--- src/rtl/fixed_point_divider.sv ---
// Sequential signed fixed-point divider (restoring shift-subtract, one quotient bit per clock).
// Saturation and divide-by-zero handling match the saturating Q-format multiplier.
module fixed_point_divider #(
   parameter int N    = 16,
   parameter int FRAC = N / 2
) (
   input  logic         i_clk,
   input  logic         i_rst,
   input  logic         i_start,
   input  logic [N-1:0] i_a,
   input  logic [N-1:0] i_b,
   output logic         o_busy,
   output logic         o_done,
   output logic [N-1:0] o_result,
   output logic         o_div_zero
);

   localparam int DW = N + FRAC;
   localparam int CW = $clog2(DW + 1);

   localparam logic [N-1:0]  ZERO_N   = {N{1'b0}};
   localparam logic [N-1:0]  ONE_N    = {{(N-1){1'b0}}, 1'b1};
   localparam logic [N-1:0]  MAX_POS  = {1'b0, {(N-1){1'b1}}};
   localparam logic [N-1:0]  MAX_NEG  = {1'b1, {(N-2){1'b0}}, 1'b1};
   localparam logic [CW-1:0] CNT_LOAD = CW'(DW);
   localparam logic [CW-1:0] CNT_ONE  = {{(CW-1){1'b0}}, 1'b1};

   typedef enum logic [1:0] {
      S_IDLE   = 2'd0,
      S_DIVIDE = 2'd1,
      S_FINISH = 2'd2
   } state_t;

   // Magnitude as unsigned; the most negative value maps to 2^(N-1)
   function automatic logic [N-1:0] f_mag(input logic [N-1:0] v);
      if (v[N-1]) begin
         f_mag = ~v + ONE_N;
      end else begin
         f_mag = v;
      end
   endfunction

   state_t          r_state;
   state_t          w_state_nx;
   logic            r_sign;
   logic [N-1:0]    r_bmag;
   logic [DW-1:0]   r_div;
   logic [N-1:0]    r_rem;
   logic [CW-1:0]   r_cnt;
   logic            r_busy;
   logic            r_done;
   logic [N-1:0]    r_result;
   logic            r_div_zero;

   logic            w_a_zero;
   logic            w_b_zero;
   logic            w_short;
   logic [N:0]      w_rem_sh;
   logic            w_ge;
   logic [N-1:0]    w_rem_sub;
   logic            w_q_over;
   logic            w_busy_nx;
   logic            w_done_nx;
   logic [N-1:0]    w_result_nx;
   logic            w_div_zero_nx;

   assign w_a_zero  = (i_a == ZERO_N);
   assign w_b_zero  = (i_b == ZERO_N);
   assign w_short   = w_a_zero | w_b_zero;
   assign w_rem_sh  = {r_rem, r_div[DW-1]};
   assign w_ge      = (w_rem_sh >= {1'b0, r_bmag});
   // Remainder after a successful subtract is below |B|, so N bits suffice
   assign w_rem_sub = w_rem_sh[N-1:0] - r_bmag;
   assign w_q_over  = |r_div[DW-1:N-1];

   // State register
   always_ff @(posedge i_clk or posedge i_rst) begin
      if (i_rst) begin
         r_state <= S_IDLE;
      end else begin
         r_state <= w_state_nx;
      end
   end

   // Next-state logic
   always_comb begin
      w_state_nx = r_state;
      case (r_state)
         S_IDLE: begin
            if (i_start && !w_short) begin
               w_state_nx = S_DIVIDE;
            end else begin
               w_state_nx = S_IDLE;
            end
         end
         S_DIVIDE: begin
            if (r_cnt == CNT_ONE) begin
               w_state_nx = S_FINISH;
            end else begin
               w_state_nx = S_DIVIDE;
            end
         end
         S_FINISH: w_state_nx = S_IDLE;
         default:  w_state_nx = S_IDLE;
      endcase
   end

   // Output logic: next values for the registered outputs
   always_comb begin
      w_busy_nx     = (w_state_nx != S_IDLE);
      w_done_nx     = 1'b0;
      w_result_nx   = r_result;
      w_div_zero_nx = r_div_zero;
      case (r_state)
         S_IDLE: begin
            if (i_start && w_b_zero) begin
               w_done_nx     = 1'b1;
               w_div_zero_nx = 1'b1;
               if (w_a_zero) begin
                  w_result_nx = ZERO_N;
               end else if (i_a[N-1]) begin
                  w_result_nx = MAX_NEG;
               end else begin
                  w_result_nx = MAX_POS;
               end
            end else if (i_start && w_a_zero) begin
               w_done_nx     = 1'b1;
               w_div_zero_nx = 1'b0;
               w_result_nx   = ZERO_N;
            end else begin
               w_done_nx = 1'b0;
            end
         end
         S_FINISH: begin
            w_done_nx     = 1'b1;
            w_div_zero_nx = 1'b0;
            if (w_q_over) begin
               w_result_nx = r_sign ? MAX_NEG : MAX_POS;
            end else if (r_sign) begin
               w_result_nx = ~r_div[N-1:0] + ONE_N;
            end else begin
               w_result_nx = r_div[N-1:0];
            end
         end
         default: begin
            w_done_nx = 1'b0;
         end
      endcase
   end

   // Output registers
   always_ff @(posedge i_clk or posedge i_rst) begin
      if (i_rst) begin
         r_busy     <= 1'b0;
         r_done     <= 1'b0;
         r_result   <= ZERO_N;
         r_div_zero <= 1'b0;
      end else begin
         r_busy     <= w_busy_nx;
         r_done     <= w_done_nx;
         r_result   <= w_result_nx;
         r_div_zero <= w_div_zero_nx;
      end
   end

   // Datapath: operand capture and one restoring iteration per DIVIDE cycle
   always_ff @(posedge i_clk or posedge i_rst) begin
      if (i_rst) begin
         r_sign <= 1'b0;
         r_bmag <= ZERO_N;
         r_div  <= {DW{1'b0}};
         r_rem  <= ZERO_N;
         r_cnt  <= {CW{1'b0}};
      end else if (r_state == S_IDLE && i_start && !w_short) begin
         r_sign <= i_a[N-1] ^ i_b[N-1];
         r_bmag <= f_mag(i_b);
         r_div  <= {f_mag(i_a), {FRAC{1'b0}}};
         r_rem  <= ZERO_N;
         r_cnt  <= CNT_LOAD;
      end else if (r_state == S_DIVIDE) begin
         r_rem  <= w_ge ? w_rem_sub : w_rem_sh[N-1:0];
         r_div  <= {r_div[DW-2:0], w_ge};
         r_cnt  <= r_cnt - CNT_ONE;
      end else begin
         r_cnt  <= r_cnt;
      end
   end

   assign o_busy     = r_busy;
   assign o_done     = r_done;
   assign o_result   = r_result;
   assign o_div_zero = r_div_zero;

endmodule
--- config.mk ---
export PLATFORM = sky130hd
export DESIGN_NAME = fixed_point_divider
export DESIGN_NICKNAME = d
export VERILOG_FILES = /design/src/rtl/fixed_point_divider.sv
export SDC_FILE = /design/constraint.sdc
export NUM_CORES = 1
export LEC_CHECK = 0
export CAP_MARGIN = 20
export CORE_MARGIN = 2
export CORE_UTILIZATION = 54
export CTS_BUF_LIST = sky130_fd_sc_hd__clkbuf_4
export CTS_CLUSTER_SIZE = 10
export DETAILED_ROUTE_END_ITERATION = 10
export GPL_ROUTABILITY_DRIVEN = 0
export MAX_ROUTING_LAYER = met4
export PLACE_DENSITY = 0.87
export SLEW_MARGIN = 20
export SYNTH_ARGS = -nofsm -noshare
export SYNTH_HDL_FRONTEND = slang
export SYNTH_SLANG_ARGS = --single-unit
--- constraint.sdc ---
create_clock -name i_clk -period 2.9 [get_ports i_clk]
set_input_delay 0.725 -clock i_clk [delete_from_list [all_inputs] [get_ports i_clk]]
set_output_delay 0.725 -clock i_clk [all_outputs]
set_load 0.1 [all_outputs]
# --- Word-level counts from Yosys, hierarchy flattened ---
# Cells that the tools add are included.
classes:
  n_eq_ne: 4
  add_sub_neg: 5
  n_div: 0
  n_lt_le_gt_ge: 1
  n_reduce_logical: 14
  n_shift: 0
  n_bitwise: 5
  multipliers: 0
  mux: 26
op_table:
  columns: ["op", "n"]
  rows:
  - ["$mux W16", 12]
  - ["$add A16 B1 Y16 const B", 3]
  - ["$mux W24", 2]
  - ["$not A16 Y16", 3]
  - ["$logic_not A16 Y1", 2]
  - ["$pmux W16 S2", 1]
  - ["$ge A17 B16 Y1", 1]
  - ["$sub A16 B16 Y16", 1]
  - ["$mux W5", 2]
  - ["$reduce_or A9 Y1", 1]
  - ["$reduce_bool A2 Y1", 3]
  - ["$eq A5 B1 Y1 const B", 1]
  - ["$logic_and A1 B1 Y1", 5]
  - ["$mux W1", 5]
  - ["$sub A5 B1 Y5 const B", 1]
  - ["$pmux W1 S2", 2]
  - ["$pmux W2 S2", 1]
  - ["$ne A3 B3 Y1 const B", 1]
  - ["$eq A2 B1 Y1 const B", 1]
  - ["$eq A2 B2 Y1 const B", 1]
  - ["$logic_not A2 Y1", 1]
  - ["$mux W2", 1]
  - ["$reduce_and A2 Y1", 1]
  - ["$logic_not A1 Y1", 1]
  - ["2 further kinds", 2]
totals:
  latchBits: 0
  elab_cells: 65
  mem_bits_ro: 0
  memories: 0
  out_inout_bits: 19
  mem_bits_rw: 0
  input_bits: 35
  register_bits: 83

# --- Logic depth before layout (Yosys ltp) ---
depth:
  depth_word: 7
  depth_mapped: 11
  depth_no_buf: 10

# --- Worst setup path after synthesis ---
# OpenSTA, ideal clock, no wires.
synth_path:
  path_kind: "input port to flip-flop"
  startpoint: "input i_b[0]"
  endpoint: "register r_result[12] (netlist: o_result[12])"
  cell_stages: 10
  t_arrival_ps: 2897
  required_time_ps: 2819
  slack_ps: -78
  setup_ps: 81
  n_path_buf: 1
  path_cell_list: "inv_1 > ha_1 > or3b_2 > or3_1 > nor3_4 > nand3_2 > or2_1 > or3_4 > buf_6 > o211ai_2"
synth_between:
  elab_chain_len: 4
  word_cells_on_any_way: 6
  cone_classes: "eq/ne (1); mux (2); reduce/logical (3)"
synth_rtl:
  columns: ["item", "line_no", "source"]
  rows:
  - ["from (decl)", "11", "input logic [N-1:0] i_b,"]
  - ["$logic_not A16 Y1 *", "68", "assign w_b_zero = (i_b == ZERO_N);"]
  - ["$logic_and A1 B1 Y1 *", "116", "if (i_start && w_b_zero) begin"]
  - ["$mux W16 or $ne A3 B3 Y1 (tied branches)", null, null]
  - ["$pmux W16 S2 or $reduce_and A2 Y1 (tied branches)", null, null]
  - ["to (signal assigned)", "161", "r_result <= w_result_nx;"]
  - ["to (decl)", "52", "logic [N-1:0] r_result;"]
# Every way passes the cells marked *; elsewhere a longest branch is shown, timed or not.
# A chain may end at the register's enable or synchronous reset.

# --- Worst setup path after layout ---
layout_path:
  startpoint: "input i_b[9]"
  endpoint: "register r_rem[1]"
layout_between:
  elab_chain_len: 5
  word_cells_on_any_way: 6
  cone_classes: "mux (1); bitwise (1); reduce/logical (4)"
layout_rtl:
  columns: ["item", "line_no", "source"]
  rows:
  - ["$logic_not A16 Y1 *", "68", null]
  - ["$or A1 B1 Y1 *", "69", "assign w_short = w_a_zero | w_b_zero;"]
  - ["$logic_not A1 Y1 *", "174", "end else if (r_state == S_IDLE && i_start && !w_short) begin"]
  - ["$logic_and A1 B1 Y1 *", "174", null]
  - ["$mux W16 or $reduce_bool A2 Y1 (tied branches)", null, null]
  - ["to (signal assigned)", "181", "r_rem <= w_ge ? w_rem_sub : w_rem_sh[N-1:0];"]
  - ["to (decl)", "48", "logic [N-1:0] r_rem;"]
# Marks and branches as above.

==> impl_results.md <==
* Outcome: finished clean
* Total wire length at around 14 mm
* Share of cells above drive strength 1 at approximately a fifth
* Hold EP: o_result[4]
* Worst Hold Launch: o_result[4]
* Clock transition at path regs at around 0.12 ns
* Final Slew Violations at 0
* Area delta synth->final at 24.3%
* Pleak at about 0.003 uW
* Pwr per Cell Area at between 1000 and 1500 nW/um^2
* Synthesized cell area at 5390 um^2
* Delay-heaviest family, CP: simple AND/OR/NAND/NOR gates
* DR pass1 iterations at 5
* PortBufs at 53
* Via density per instance at 6.05
* Critical Path AT at approximately 3.2 ns
* Synth unique cells at 55
* TritonCTS clock tree: built
* DIE AREA at about 11000 um^2
* Core area at about 9700 um^2
* CTS Sinks at slightly above 80
* Initial drt markers at 425
* Nets@finish at just under 800
* First-pass GRT wire length at 24.1 mm
* Hold slack at 0.506 ns
* R2r endpoint: r_rem[1]
* Gr usage total at between 20 and 30%
* Clk Latency, worst-skew pair at about 0.45 ns
* Dpl hpwl at approximately 11 mm
* Die width at just over 100 um
* Drc violations at 0
* CP required at approximately 3.3 ns
* Cell depth of the worst hold path at 1
* Max rail drop VDD at between 0.4 and 0.5 mV
* Final Cycle Share at a little over nine tenths
* Initial antenna violation count at 0
* Initial Util at 55.4%
* Slowest CP cell: or4_4
* CTS Hold Bufs at 0
* RSZ-0062 raised after global routing: true
* Reg2reg path depth at 9
* Final Setup Violations at 0
* Post-route insts no fill at 864
* Worst r2r src: r_rem[1]
* Final core occ at between 60% and 70%
* Wl on met1 at 5.85 mm
* Most common cell after layout, fill and taps aside: buf_4
* Final hold violations at 0
* Pre-CTS WS at -0.585 ns
* Placed Cells at between 800 and 900
* R2R Setup Slk at about 0.19 ns
* Asr flop ratio synth at 100%
* Largest net degree at the start of global routing at 41
* Die height at approximately 100 um
* Row count at 36
* Post-layout min period at 2.84 ns
* CTS buffer count at 9
* CP Capture Type: register
* Worst Skew at approximately 0.018 ns
* Slew at the pin closest to its max-slew limit at between 0.7 and 0.8 ns
* Worst Hold Class: register to register
* Slowest stage delay, CP at 0.53 ns
* Drt wl/cell at between 15 and 20 um
* Met3 wire len at 786 um
* # IOs at 54
* Max_slew headroom at between 40 and 50%
* Critical path cell sequence: dlygate4sd2_1, or4_4, or4_4, nor3_4, buf_4, a21o_4, buf_12, buf_4, nand3_1, nand3_1
* Syn_area_per_cell at between 8 and 9 um^2
* Antenna Cells at 0
* Final ANT Viol Nets at 0
* Worst Path Max Fanout at 14
* Syn Nets at between 600 and 700
* Main flop type after synthesis: dfrtp_1
* Vias in the first global route at around 5200
* Total grt overflow at 0
* CP Class: input port to register
* Maxcap violations at 0
* PnR Total Power at between 7000 and 8000 uW
* Max Fclk at ~0.35 GHz
* Most frequent cells in the layout: buf_4 (87), dfrtp_1 (83), nand2_1 (61)
* Seq cells post-synth at 83
* Top Metal Used: met4
* Routed wl met2 at roughly 7.4 mm
* H-tree depth at 3
* Root Buffer: clkbuf_4
* Maximum clock path buffer count at 2
* Startpoint Class: input port
* Via count at 5226
* Post-synthesis sequential area ratio at between 30% and 40%
* Ys Warns at 0
* Fill cells at between 700 and 800
* Synth Instances at 624
* CP bufs+invs at 4
* Number of synthesized flops with an enable pin at 0
* Final worst slack at 0.0641 ns
==> kinds of logic after synthesis <==
kind of cell,share of synthesized area [%]
DFF,38.5
buffers and inverters,5.08
adders and majority gates,5.24
xor gates and xnor gates,6.17
AOI/OAI and AO/OA,21.4
muxes,2.44
and+or+nand+nor,21.2
==> how the worst max path moves through the flow <==
stage                      start            to  slack (ns)  depth (start not counted)
after floorplan           i_b[6]  o_result[12]       -0.04                          8
after global placement    i_b[0]  o_result[11]       -0.52                         10
after detailed placement  i_b[0]  o_result[11]       -0.58                         10
after CTS                 i_b[9]  o_result[11]        0.03                          8
after global routing      i_b[9]      r_rem[1]      -0.006                         10
final                     i_b[9]      r_rem[1]        0.06                         10
==> state kept, by name, indices dropped and copies added (netlist names) <==
name and flops:
r_div 24, o_result 16, r_bmag 16, r_rem 16, r_cnt 5, r_state 2
o_busy 1, o_div_zero 1, o_done 1, r_sign 1
==> layout make-up <==
cell class | instances | area [um^2] | area share [%]
Sequential cell | 83 | 2080 | 31.0
Tap cell | 133 | 166 | 2.48
Multi-Input combinational cell | 474 | 3100 | 46.3
Clock buffer | 9 | 67.6 | 1.01
Inverter | 32 | 124 | 1.85
Timing Repair Buffer | 126 | 1100 | 16.4
Clock inverter | 7 | 67.6 | 1.01
==> power breakdown <==
group / switching [uW] / internal [uW]
logic: 2700 / 1780
registers: 478 / 1680
clock network: 407 / 260
==> metal layers <==
metal / track usage [%] / vias up
li1: - / 2469
met3: 3.57 / 44
met4: 11.3 / 0
met2: 48.4 / 214
met5: - / -
met1: 32.8 / 2499
==> stage by stage <==
| step | area [um^2] | setup TNS [ns] |
|---|---|---|
| after CTS | 6690 | 0 |
| after floorplan | 5420 | -0.381 |
| after detailed placement | 6500 | -35.83 |
| after global routing | 6700 | -0.00865 |
| final | 6700 | 0 |
| after global placement | 6500 | -30.68 |
==> cell usage after synthesis (all sizes together) (3+ instances only) <==
library cell / count / area (um^2)
nand2b: 10 / 62.6
nand4: 3 / 18.8
a21oi: 36 / 180
dfrtp: 83 / 2080
a21o: 6 / 46.3
a211oi: 10 / 75.1
nor2: 48 / 183
nor3: 20 / 111
a211o: 5 / 43.8
or2: 4 / 25.0
nand3: 37 / 200
buf: 11 / 60.1
o211ai: 10 / 105
nor4: 7 / 43.8
a22oi: 6 / 45.0
a21boi: 3 / 22.5
mux2i: 12 / 120
a221o: 11 / 110
o41ai: 5 / 43.8
o21a: 3 / 22.5
a31oi: 6 / 37.5
and3: 5 / 31.3
or3: 12 / 81.3
ha: 21 / 263
nand2: 61 / 229
a221oi: 3 / 26.3
or4: 9 / 75.1
o21ai: 51 / 255
and2: 3 / 18.8
o31ai: 14 / 105
xor2: 21 / 184
inv: 32 / 120
clkbuf: 25 / 93.8
xnor2: 17 / 149
==> timing repair <==
item | CTS | global route
pin swaps | 8 | 3
gates resized for setup | 9 | 4
endpoints found under the setup margin | 43 | 18
gates cloned | 2 | 0
buffers inserted | 2 | 0
No activity file was read; power rests on OpenSTA's default activity.
